`config.mk`:
```
export PLATFORM = sky130hd
export DESIGN_NAME = alu_seq
export DESIGN_NICKNAME = d
export VERILOG_FILES = /design/src/rtl/alu_seq.sv
export SDC_FILE = /design/constraint.sdc
export NUM_CORES = 1
export LEC_CHECK = 0
export ABC_CLOCK_PERIOD_IN_PS = 2870
export CAP_MARGIN = 15
export CORE_MARGIN = 2
export CORE_UTILIZATION = 54
export DETAILED_ROUTE_END_ITERATION = 6
export GPL_ROUTABILITY_DRIVEN = 0
export PLACE_DENSITY = 0.82
export RECOVER_POWER = 25
export SYNTH_ARGS = -nofsm -noshare
export SYNTH_HDL_FRONTEND = slang
export SYNTH_SLANG_ARGS = --single-unit
export TNS_END_PERCENT = 1
```
`constraint.sdc`:
```
create_clock -name clk -period 2.87 [get_ports clk]
set_input_delay 0.574 -clock clk [delete_from_list [all_inputs] [get_ports clk]]
set_output_delay 0.574 -clock clk [all_outputs]
set_load 0.01 [all_outputs]
```
`src/rtl/alu_seq.sv`:
```
// alu_seq: four-register sequencer that decodes 8-bit instructions and drives an 8-bit ALU.
// Latency: handshake at cycle N, done in N+3, result readable in N+4; one instruction per 4 cycles.
// Backpressure: instr_ready is high only in IDLE; instr_valid and ld_en are ignored in other states.
module alu_seq #(
  parameter logic [7:0] REG_INIT = 8'h00
) (
  input  logic       clk,
  input  logic       rst,
  input  logic       instr_valid,
  output logic       instr_ready,
  input  logic [7:0] instr,
  input  logic       ld_en,
  input  logic [1:0] ld_addr,
  input  logic [7:0] ld_data,
  input  logic [1:0] rd_addr,
  output logic [7:0] rd_data,
  output logic       done,
  output logic       illegal,
  output logic       flag_c,
  output logic       flag_z
);

  typedef enum logic [1:0] {
    IDLE = 2'd0,
    READ = 2'd1,
    EXEC = 2'd2,
    WB   = 2'd3
  } state_t;

  localparam logic [3:0] OP_ADD = 4'b0000;
  localparam logic [3:0] OP_SUB = 4'b0001;
  localparam logic [3:0] OP_INC = 4'b0010;
  localparam logic [3:0] OP_DEC = 4'b0100;
  localparam logic [3:0] OP_AND = 4'b1000;
  localparam logic [3:0] OP_OR  = 4'b1001;
  localparam logic [3:0] OP_NOT = 4'b1010;
  localparam logic [3:0] OP_XOR = 4'b1100;
  localparam logic [3:0] OP_SL  = 4'b1110;
  localparam logic [3:0] OP_SR  = 4'b0111;
  localparam logic [3:0] OP_NOP = 4'b0110;

  state_t     state, state_nxt;
  logic [7:0] regs [4];
  logic [3:0] op_q;
  logic [1:0] rd_q, rs_q;
  logic [7:0] a_q, b_q, res_q;
  logic       cy_q;
  logic       c_q, z_q;
  logic [8:0] alu_wide;
  logic       op_legal, op_writes, op_arith;

  assign rd_data = regs[rd_addr];
  assign flag_c  = c_q;
  assign flag_z  = z_q;

  // Opcode class decode: illegal and NOP never write a register or a flag.
  always_comb begin
    op_legal  = 1'b1;
    op_writes = 1'b1;
    op_arith  = 1'b0;
    case (op_q)
      OP_ADD, OP_SUB: op_arith = 1'b1;
      OP_NOP:         op_writes = 1'b0;
      OP_INC, OP_DEC, OP_AND, OP_OR, OP_NOT, OP_XOR, OP_SL, OP_SR: begin
      end
      default: begin
        op_legal  = 1'b0;
        op_writes = 1'b0;
      end
    endcase
  end

  // ALU: bit 8 is carry for ADD and borrow for SUB; for illegal opcodes the
  // result is a don't-care that the write-back decode masks off.
  always_comb begin
    alu_wide = 9'd0;
    case (op_q)
      OP_ADD: alu_wide = {1'b0, a_q} + {1'b0, b_q};
      OP_SUB: alu_wide = {1'b0, a_q} - {1'b0, b_q};
      OP_INC: alu_wide = {1'b0, a_q + 8'd1};
      OP_DEC: alu_wide = {1'b0, a_q - 8'd1};
      OP_AND: alu_wide = {1'b0, a_q & b_q};
      OP_OR:  alu_wide = {1'b0, a_q | b_q};
      OP_NOT: alu_wide = {1'b0, ~a_q};
      OP_XOR: alu_wide = {1'b0, a_q ^ b_q};
      OP_SL:  alu_wide = {1'b0, a_q[6:0], 1'b0};
      OP_SR:  alu_wide = {2'b00, a_q[7:1]};
      default: alu_wide = 9'd0;
    endcase
  end

  // FSM state register.
  always_ff @(posedge clk) begin
    if (rst) state <= IDLE;
    else     state <= state_nxt;
  end

  // FSM next state and handshake/status outputs.
  always_comb begin
    state_nxt   = state;
    instr_ready = 1'b0;
    done        = 1'b0;
    illegal     = 1'b0;
    case (state)
      IDLE: begin
        instr_ready = 1'b1;
        if (instr_valid) state_nxt = READ;
      end
      READ: state_nxt = EXEC;
      EXEC: state_nxt = WB;
      WB: begin
        done      = 1'b1;
        illegal   = ~op_legal;
        state_nxt = IDLE;
      end
      default: state_nxt = IDLE;
    endcase
  end

  // Datapath: loads and instruction latch in IDLE, operand fetch, execute, write-back.
  always_ff @(posedge clk) begin
    if (rst) begin
      for (int i = 0; i < 4; i++) regs[i] <= REG_INIT;
      op_q  <= 4'd0;
      rd_q  <= 2'd0;
      rs_q  <= 2'd0;
      a_q   <= 8'd0;
      b_q   <= 8'd0;
      res_q <= 8'd0;
      cy_q  <= 1'b0;
      c_q   <= 1'b0;
      z_q   <= 1'b0;
    end else begin
      case (state)
        IDLE: begin
          if (ld_en) regs[ld_addr] <= ld_data;
          if (instr_valid) begin
            op_q <= instr[7:4];
            rd_q <= instr[3:2];
            rs_q <= instr[1:0];
          end
        end
        READ: begin
          a_q <= regs[rd_q];
          b_q <= regs[rs_q];
        end
        EXEC: begin
          res_q <= alu_wide[7:0];
          cy_q  <= alu_wide[8];
        end
        WB: begin
          if (op_writes) begin
            regs[rd_q] <= res_q;
            z_q        <= (res_q == 8'd0);
            if (op_arith) c_q <= cy_q;
          end
        end
        default: begin
        end
      endcase
    end
  end

endmodule

```
=== Word level (Yosys, flattened, before mapping) ===
Memory sizes are Yosys's and may differ from the RTL's. A register that Yosys moved wholly into a read port is not among the register bits.
Index checks and enable logic that the tools add are counted.

* Memory bits (writable): 32
* Memories: 1
* Register bits: 21

* Add/sub/neg operators: 4
* Reduce and logical (&&, ||, !) cells: 11
* Bitwise gates (word level): 5
* Multiplexer cells: 25
* Eq/ne operators: 14

{| class="wikitable"
|+ Memory list
! name !! words !! bits a word !! read ports !! clocked after memory_dff !! write ports !! RTL line !! text
|-
| regs || 4 || 8 || 3 || 2 || 4 || 43 || <nowiki>logic [7:0] regs [4];</nowiki>
|}

{| class="wikitable"
|+ Operators by type and width
! kind !! number
|-
| $pmux W9 S10 || 1
|-
| $eq A4 B4 Y1 const B || 5
|-
| $mux W1 || 18
|-
| $mux W8 || 2
|-
| $reduce_or A8 Y1 || 2
|-
| $eq A4 B3 Y1 const B || 3
|-
| $reduce_or A11 Y1 || 1
|-
| $reduce_or A10 Y1 || 1
|-
| $add A8 B8 Y9 || 1
|-
| $sub A8 B8 Y9 || 1
|-
| $add A8 B1 Y8 const B || 1
|-
| $and A8 B8 Y8 || 1
|-
| $logic_not A8 Y1 || 1
|-
| $not A8 Y8 || 1
|-
| $or A8 B8 Y8 || 1
|-
| $pmux W2 S4 || 1
|-
| $sub A8 B1 Y8 const B || 1
|-
| $xor A8 B8 Y8 || 1
|-
| $mux W2 || 3
|-
| $eq A2 B2 Y1 const B || 2
|-
| $eq A4 B1 Y1 const B || 1
|-
| $eq A4 B2 Y1 const B || 1
|-
| $logic_not A4 Y1 || 1
|-
| $reduce_and A2 Y1 || 2
|-
| other kinds (6) || 6
|}

=== Logic depth before layout (Yosys ltp) ===
Gate-level depths: netlist of the first run.

* Depth in word-level cells: 9
* Depth in mapped cells: 12

=== Worst setup path before layout of the first run ===
Ideal clock, no wire load.

* Path type: flip-flop to flip-flop
* Start point: reg op_q[1]
* End point: reg res_q[6]
* Data arrival time: 2.831 ns
* Library setup time: 0.095 ns
* Buffers on the path: 1
* Period minus slack after synthesis: 2.926 ns
* Cell stages (with the launch flop): 12
* Path slack: -0.056 ns
* Path through: dfxtp_1 > buf_2 > nand2b_1 > nor3_1 > mux2_2 > fa_1 > nor2b_1 > o31a_1 > o21ai_0 > o32ai_1 > a211oi_1 > a221oi_1

* Word-level cells in the longest chain between the ends: 2
* Elaborated cells on any way between the ends: 11
* Those cells by class: 9 x eq/ne; 1 x mux; 1 x reduce/logical

{| class="wikitable"
|+ RTL lines
! what !! RTL line !! text
|-
| start, declared || 44 || <nowiki>logic [3:0] op_q;</nowiki>
|-
| start signal, assigned || 138 || <nowiki>op_q <= instr[7:4];</nowiki>
|-
| $eq A4 B3 Y1, or another cell as far along || 77 || <nowiki>case (op_q)</nowiki>
|-
| $pmux W9 S10 (*) || 77 ||
|-
| end signal, assigned || 148 || <nowiki>res_q <= alu_wide[7:0];</nowiki>
|-
| end, declared || 46 || <nowiki>logic [7:0] a_q, b_q, res_q;</nowiki>
|}

Mark *: on every way between the ends. The rest lies on a longest branch, timed or not.
A chain may end at the register's enable or synchronous reset.

=== Final worst setup path of the first run ===
* Start point: in rd_addr[0]
* End point: out rd_data[0]

* Word-level cells in the longest chain between the ends: 1

{| class="wikitable"
|+ RTL lines
! what !! RTL line !! text
|-
| start, declared || 15 || <nowiki>input logic [1:0] rd_addr,</nowiki>
|-
| $mem_v2 Z4 W8 || -- ||
|-
| end, declared || 16 || <nowiki>output logic [7:0] rd_data,</nowiki>
|}

No other way between the ends.

==> results of run 1 <==
## power by group
group          internal (mW)  switching, mW  total [mW]
logic                   1.20           1.44        2.64
registers               1.20          0.269        1.47
clock network          0.751          0.401        1.15
## cells by family (layout without fill, tap and decap cells)
family,after synthesis,count (layout),share of synthesized area
AOI/OAI and AO/OA,107,107,0.165
muxes,50,50,0.164
buffers and inverters,57,105,0.0482
and+or+nand+nor,157,157,0.151
DFF,69,69,0.345
xor gates and xnor gates,17,17,0.0302
adders and majority gates,37,37,0.0970
## state kept, by name, summed over array words and instances, names as in the netlist
register and flops:
rd_q 2, state 2, flag_z 1, rs_q 2, op_q 4, flag_c 1, a_q 8, res_q 8
regs 32, cy_q 1, b_q 8
## per-stage QoR
stage / setup TNS [ns] / area [sq um] / total power [mW] / cells / hold WS, ns
after floorplan: 0 / 4930 / 3.24 / 494 / 0.419
after global placement: 0 / 5500 / 3.83 / 634 / 0.445
after detailed placement: -0.0492 / 5500 / 3.95 / 634 / 0.453
after CTS: 0 / 5800 / 5.14 / 650 / 0.468
after global routing: -0.162 / 5820 / 5.54 / 650 / 0.496
final: 0 / 5820 / 5.27 / 650 / 0.460
## worst max-delay path: cells and delay by family
| kind | cells | cell delay (ns) |
|---|---|---|
| multiplexers | 1 | 0.51 |
| buffers and inverters | 3 | 1.16 |
## layout by cell type, fill, tap and decap left out, types with 7 or more instances in the layout
master and count:
edfxtp_1 32, a211oi_1 7, nor2_1 64, mux4_2 24, nand2b_1 13, clkdlybuf4s50_1 34
clkbuf_8 9, nor3_1 14, a21oi_1 24, a22oi_2 8, mux2i_1 21, dfxtp_1 37
buf_4 20, inv_1 30, nand2_1 28, o21ai_0 10, nand3_1 15, ha_1 35
xnor2_1 14
## layout make-up
cell class              count  area (sq um)
clock buffers               9           124
flip-flops and latches     69          1700
repair buffers             59           554
multi-input cells         368          3030
inverters                  30           113
clock inverters             7           161
well taps                 108           135
fillers                   644          2980
## final timing paths
| path | from | to | cells after the start |
|---|---|---|---|
| worst max-delay path | rd_addr[0] | rd_data[0] | 4 |
| worst min-delay path | flag_c | flag_c | 2 |
| worst max register to register | op_q[1] | res_q[6] | 10 |
| worst min register to register | flag_c | flag_c | 2 |
## routing by layer
metal	wire length (um)	up-vias
met4	420	0
met3	1160	51
met5	0	-
met2	6520	240
li1	-	1930
met1	5220	2032
## timing repair
action,CTS,global route
buffers inserted,0,0
setup endpoints to repair,1,11
pin swaps,0,1
gates resized for setup,2,6
==> reports/qor.yml, run 1 <==
grt:
  grtUsageTotal: 0.280
  met1_usage: 0.346
  gr-usage-met2: 0.478
  grt_antenna_before_repair: 0
  grt-busiest-layer: "met2"
  grt_pass1_wl_mm: 21.7
  grt_max_degree: 38
  use_met3: 0.0710
  overflow: 0
  first_global_vias: 4371
sta:
  fin_skew_ns: 0.0160
  rsz0062_at_grt: "yes"
  layout_min_cycle_time_ns: 2.82
  finalSetupViolCount: 0
  fmax_ghz: 0.355
  fin_crit_sh: 0.982
  finalHoldViolCount: 0
  worst_pin_slew_ns: 0.934
  maxSlewHeadroom: 0.377
  maxSlewViolCount: 0
  fin_ws_ns: 0.0504
synthesis:
  synth_edf_count: 32
  synthTopCellsByArea: "edfxtp_1 (19%), dfxtp_1 (15%), mux4_2 (11%)"
  synth_area_sq_um: 4930
  synth_cell_types: 62
  yosys_warnings: 0
  synthArstFlopShare: 0
  synthCells: 494
  syn_avg_cell_area_sq_um: 9.98
  yosysTopAreaCellShare: 0.195
  syn-num-nets: 555
  synth-seq-area-share: 0.345
  ys.flop_type: "dfxtp_1"
  synth-seq-cells: 69
  synth_common_cells: "nor2_1 (64), dfxtp_1 (37), ha_1 (35)"
  netlist.top_cell.by_area: "edfxtp_1"
  yosysMostFrequentCell: "nor2_1"
critical_path:
  cp_data_required_time_ns: 2.30
  critPathKind: "in2out"
  max_stage_delay_ns: 0.51
  rrSetupSlack_ns: 0.07
  worst_setup_path_end_kind: "output pin"
  path_common_cell: "clkdlybuf4s50_1"
  crit_chain: "clkdlybuf4s50_1, buf_12, mux4_2, clkdlybuf4s50_1"
  crit_slowest_cell: "clkdlybuf4s50_1"
  start_kind: "primary input"
  crit_fanout: 8
  critPathArrivalTime_ns: 2.25
clocking:
  numCtsBuffers: 9
  cts-root-buf: "clkbuf_8"
  clock_sinks: 69
  cts_max_level: 3
  cts.clk_slew.worst_paths_ns: 0.09
  clock_path_buffers: 2
  clkLatencyLatePin_ns: 0.35
  cts_tree: "done"
  cts_hold_buf: 0
detailed_routing:
  routed_via_density: 6.54
  first_pass_iters: 5
  wirelength_mm: 13.3
  ant_nets: 0
  drt-initial-drc-count: 423
  wl_per_cell_um: 20.5
  drc: 0
  vias: 4253
flow_run:
  drv_cap: 0
floorplanning:
  fp.coreArea_sq_um: 8810
  pin_count: 37
  start_util: 0.560
  dieArea_sq_um: 9910
  num_rows: 34
  die_h_um: 99.5
  die_w_um: 99.5
power:
  ir_drop_uv: 452
  p_per_area_nw_per_um2: 904
  leakage_nw: 2.18
cells_and_area:
  finalNetCount: 598
  layout-drive-gt1-share: 0.161
  syn2layout_area_growth_pct: 18.1
  num_antenna_cells: 0
  final_core_util: 0.661
placement:
  io_buffers: 36
  hpwl_mm: 9.99
  dp_slack_ns: -0.0492
run_status:
  status: "finished, final reports clean"
hold_path:
  hp-class: "reg2reg"
Power figures use the tool's default switching activity.
==> inputs of run 2 (changes only) <==
==> constraint.sdc (replaced) <==
create_clock -name clk -period 2.87 [get_ports clk]
set_input_delay 0.574 -clock clk [delete_from_list [all_inputs] [get_ports clk]]
set_output_delay 0.574 -clock clk [all_outputs]
set_load 0.02 [all_outputs]
==> reports/qor.yml, run 2 (synthesized netlist as in run 1, its figures left out) <==
sta:
  maxSlewViolCount: 0  # unchanged
  worst_pin_slew_ns: 0.952  # +0.0178 ns
  finalSetupViolCount: 0  # unchanged
  rsz0062_at_grt: "no"
  fin_crit_sh: 0.963  # -0.0198
  fmax_ghz: 0.362  # +2.1%
  finalHoldViolCount: 0  # unchanged
  maxSlewHeadroom: 0.365  # -0.0118
  layout_min_cycle_time_ns: 2.76  # -0.0567 ns
  fin_ws_ns: 0.107  # +0.0567 ns
  fin_skew_ns: 0.0107  # -0.00524 ns
detailed_routing:
  ant_nets: 0  # unchanged
  wl_per_cell_um: 19.9  # -2.8%
  wirelength_mm: 13.0  # -2.3%
  routed_via_density: 6.51  # -0.55%
  vias: 4249  # -0.094%
  drt-initial-drc-count: 379  # -10%
  first_pass_iters: 7  # +2
  drc: 0  # unchanged
cells_and_area:
  mostFrequentLayoutCell: "nor2_1"
  layout-drive-gt1-share: 0.160  # -0.000884
  syn2layout_area_growth_pct: 17.0
  final_core_util: 0.655  # -0.00654
  largest_register_ffs: 32  # unchanged
  finalNetCount: 601  # +0.50%
  largest_register: "regs"
  num_antenna_cells: 0  # unchanged
  fillers: 631  # -2.0%
  layout_common_cells: "nor2_1 (64), dfxtp_1 (37), ha_1 (35)"
clocking:
  clock_sinks: 69  # unchanged
  clock_path_buffers: 2  # unchanged
  clkLatencyLatePin_ns: 0.36  # about the same
  cts_max_level: 3  # unchanged
  cts.clk_slew.worst_paths_ns: 0.08  # about the same
  numCtsBuffers: 9  # unchanged
  cts_tree: "done"
  cts_setup_buffers: 0  # unchanged
  cts-root-buf: "clkbuf_8"
critical_path:
  worst_setup_path_end_kind: "flop"
  start_kind: "flop"
  critPathKind: "reg2reg"
  cp_data_required_time_ns: 3.13  # +0.83 ns
  critPathArrivalTime_ns: 3.02  # +0.77 ns
  crit_fanout: 3  # -5
placement:
  dp_slack_ns: -0.0150  # +0.0341 ns
  io_buffers: 36  # unchanged
  hpwl_mm: 9.84  # -1.5%
floorplanning:
  die_h_um: 99.5  # unchanged
  die_w_um: 99.5  # unchanged
  num_rows: 34  # unchanged
  pin_count: 37  # unchanged
  dieArea_sq_um: 9910  # unchanged
  start_util: 0.560  # unchanged
  fp.coreArea_sq_um: 8810  # unchanged
grt:
  grtUsageTotal: 0.272  # -0.00836
  grt_pass1_wl_mm: 21.0  # -3.0%
  grt_antenna_before_repair: 0  # unchanged
  grt_max_degree: 38  # unchanged
  overflow: 0  # unchanged
  first_global_vias: 4198  # -4.0%
power:
  p_per_area_nw_per_um2: 858  # -5.2%
  leakage_nw: 2.24  # +3.0%
  combPwrFrac: 0.523  # +0.021
  ir_drop_uv: 564  # +25%
  switchingPower_mw: 2.08  # -1.4%
  p_clk_frac: 0.180  # -0.039
  seq_power_share: 0.297  # +0.017
  internal-power_mw: 2.86  # -9.3%
  switching_share: 0.421  # +0.0201
flow_run:
  drv_cap: 0  # unchanged
run_status:
  status: "finished, final reports clean"
hold_path:
  hp-class: "reg2reg"
run 2: cell types whose count changed in the layout (fill, tap and decap cells not counted), moves of 3 or more:
cell,previous run,this run
bufinv_16,5,2
clkdlybuf4s50_1,34,26
dlymetal6s2s_1,0,7
buf_4,20,24
run 2: final cells by class:
class                      instances  area [sq um]  area share
multi-input combinational        368          3000       0.520
sequential                        69          1700       0.295
timing repair buffer              62           597       0.104
tap                              108           135      0.0234
clock buffer                       9           124      0.0215
inverter                          30           113      0.0195
clock inverter                     7          97.6      0.0169
run 2: through the flow:
stage	std cells	area, sq um	total power [mW]	hold WS [ns]	TNS, ns
after floorplan	494	4930	3.26	0.419	0
after global placement	637	5530	3.89	0.446	-0.00555
after detailed placement	637	5530	4.00	0.460	-0.0150
after CTS	653	5750	4.90	0.474	0
after global routing	653	5770	5.21	0.500	0
final	653	5770	4.94	0.467	0
run 2: worst paths after layout:
kind | startpoint | end | slack, ns | cells past startpoint
min reg2reg | flag_c | flag_c | 0.47 | 2
min | flag_c | flag_c | 0.47 | 2
max | op_q[1] | res_q[6] | 0.11 | 10
max reg2reg | op_q[1] | res_q[6] | 0.11 | 10
run 2: layer usage:
metal	track usage	part of all wire
met5	0	0
met4	0.107	0.030
met3	0.0520	0.093
met2	0.453	0.49
met1	0.350	0.39
run 2: worst max-delay path, stage by stage (launching register included):
cell      delay, ns
dfxtp_1        0.31
nand2b_1       0.16
nor3_2         0.27
mux2_2         0.42
fa_1           0.44
nor2b_1        0.17
o31a_1         0.19
o21ai_1        0.09
o32ai_1        0.17
a211oi_1       0.14
a221oi_1       0.28
run 2: power groups by stage:
stage                     Combinational (mW)  Clock [mW]  Sequential (mW)
after detailed placement                2.52           0             1.48
after global routing                    2.80       0.931             1.49
after floorplan                         1.91           0             1.35
final                                   2.58       0.891             1.47
after CTS                               2.55       0.892             1.46
after global placement                  2.42           0             1.46
run 2: repair_timing:
| action | 4_1_cts | 5_1_grt |
|---|---|---|
| setup endpoints to repair | 1 | 17 |
| gates resized for setup | 1 | 9 |
| hold buffers | 0 | 0 |
==> inputs of run 3 (changes only) <==
--- a/config.mk
+++ b/config.mk
@@ -11,6 +11,7 @@
 export CORE_UTILIZATION = 54
 export DETAILED_ROUTE_END_ITERATION = 6
 export GPL_ROUTABILITY_DRIVEN = 0
+export MAX_ROUTING_LAYER = met4
 export PLACE_DENSITY = 0.82
 export RECOVER_POWER = 25
 export SYNTH_ARGS = -nofsm -noshare
==> reports/qor.yml, run 3 (synthesized netlist as in run 1, its figures left out) <==
run_status:
  status: "finished, final reports clean"
clocking:
  clock_path_buffers: 2  # unchanged
  numCtsBuffers: 9  # unchanged
  clock_sinks: 69  # unchanged
  cts_hold_buf: 0  # unchanged
  cts-root-buf: "clkbuf_8"
  cts_tree: "done"
  cts.clk_slew.worst_paths_ns: 0.08  # about the same
  cts_setup_buffers: 0  # unchanged
  cts_max_level: 3  # unchanged
  clkLatencyLatePin_ns: 0.36  # about the same
hold_path:
  hp-class: "reg2reg"
cells_and_area:
  num_antenna_cells: 0  # unchanged
  finalNetCount: 601  # unchanged
  layoutNonFillerInstCount: 653  # unchanged
  mostFrequentLayoutCell: "nor2_1"
  largest_register: "regs"
  syn2layout_area_growth_pct: 17.0  # unchanged
  layout_common_cells: "nor2_1 (64), dfxtp_1 (37), ha_1 (35)"
  layout-drive-gt1-share: 0.160  # unchanged
  fillers: 631  # unchanged
  largest_register_ffs: 32  # unchanged
grt:
  met1_usage: 0.352  # +0.00137
  grt_max_degree: 38  # unchanged
  overflow: 0  # unchanged
  first_global_vias: 4193  # -0.12%
  use_met3: 0.0541  # +0.00211
  grtUsageTotal: 0.280  # +0.00831
  gr-usage-met2: 0.452  # -0.00104
  grt-busiest-layer: "met2"
  grt_antenna_before_repair: 0  # unchanged
  grt_pass1_wl_mm: 21.1  # +0.13%
placement:
  io_buffers: 36  # unchanged
  dp_cells: 637  # unchanged
  hpwl_mm: 9.84  # unchanged
  dp_slack_ns: -0.0150  # unchanged
detailed_routing:
  first_pass_iters: 6  # -1
  ant_nets: 0  # unchanged
  vias: 4231  # -0.42%
  wl_per_cell_um: 19.8  # -0.35%
  routed_via_density: 6.48  # -0.42%
  drc: 0  # unchanged
  wirelength_mm: 13.0  # -0.35%
  drt-initial-drc-count: 405  # +6.9%
critical_path:
  crit_fanout: 3  # unchanged
  critPathKind: "reg2reg"
  crit_slowest_cell: "mux2_2"
  cp_data_required_time_ns: 3.09  # -0.04 ns
  max_stage_delay_ns: 0.42  # -0.02 ns
  critPathArrivalTime_ns: 3.00  # -0.02 ns
  worst_setup_path_end_kind: "flop"
  crit_chain: "nand2b_1, nor3_2, mux2_2, inv_1, ha_1, nor2b_1, o2111ai_1, nand3b_1, xor2_1, a221oi_1, a211oi_1"
  start_kind: "flop"
power:
  leakage_nw: 2.24  # unchanged
  ir_drop_uv: 562  # -0.28%
  p_per_area_nw_per_um2: 859  # +0.16%
sta:
  maxSlewViolCount: 0  # unchanged
  worst_pin_slew_ns: 0.945  # -0.00698 ns
  fin_skew_ns: 0.0114  # +0.000655 ns
  rsz0062_at_grt: "no"
  maxSlewHeadroom: 0.370  # +0.00466
  fmax_ghz: 0.360  # -0.61%
  finalSetupViolCount: 0  # unchanged
  layout_min_cycle_time_ns: 2.78  # +0.0169 ns
  fin_crit_sh: 0.969  # +0.00590
  fin_ws_ns: 0.0901  # -0.0169 ns
  finalHoldViolCount: 0  # unchanged
floorplanning:
  die_w_um: 99.5  # unchanged
  num_rows: 34  # unchanged
  fp.coreArea_sq_um: 8810  # unchanged
  die_h_um: 99.5  # unchanged
  pin_count: 37  # unchanged
  dieArea_sq_um: 9910  # unchanged
  start_util: 0.560  # unchanged
flow_run:
  drv_cap: 0  # unchanged
==> run 3: area by class of cell <==
class,instances,area [sq um],share of cell area
flip-flops and latches,69,1700,0.295
inverters,30,113,0.0195
multi-input cells,368,3000,0.520
well taps,108,135,0.0234
clock buffers,9,124,0.0215
clock inverters,7,97.6,0.0169
repair buffers,62,597,0.104
==> run 3: power breakdown <==
group | switching, mW | internal [mW]
Combinational | 1.42 | 1.17
Clock | 0.403 | 0.492
Sequential | 0.268 | 1.20
==> run 3: routing by layer <==
layer,wire (um),up-vias
met3,1140,54
met5,0,-
li1,-,1934
met2,6220,234
met4,444,0
met1,5150,2009
==> run 3: path summary, 6_finish.rpt <==
path | from | to | slack (ns) | cells after the start
min | flag_c | flag_c | 0.47 | 2
min reg2reg | flag_c | flag_c | 0.47 | 2
max reg2reg | op_q[1] | res_q[5] | 0.09 | 11
max | op_q[1] | res_q[5] | 0.09 | 11
==> run 3: critical path: cells and delay by family (launching register included) <==
kind | cells | cell delay [ns]
muxes | 1 | 0.42
buffers and inverters | 1 | 0.07
xor gates and xnor gates | 1 | 0.18
DFF | 1 | 0.32
and+or+nand+nor | 4 | 0.71
adders and majority gates | 1 | 0.21
AOI/OAI and AO/OA | 3 | 0.73
==> run 3: what timing repair did <==
item,in CTS,in global routing
endpoints found under the hold margin,0,0
gates resized for setup,1,9
setup endpoints to repair,1,17
==> run 3: metrics by stage <==
step	utilization	hold WS [ns]	TNS [ns]	total power, mW	area (sq um)
2_1_floorplan	-	0.419	0	3.26	4930
3_3_place_gp	0.627	0.446	-0.00555	3.89	5530
3_5_place_dp	0.627	0.460	-0.0150	4.00	5530
4_1_cts	0.652	0.474	0	4.90	5750
5_1_grt	0.655	0.500	0	5.21	5770
6_report	0.655	0.467	0	4.95	5770
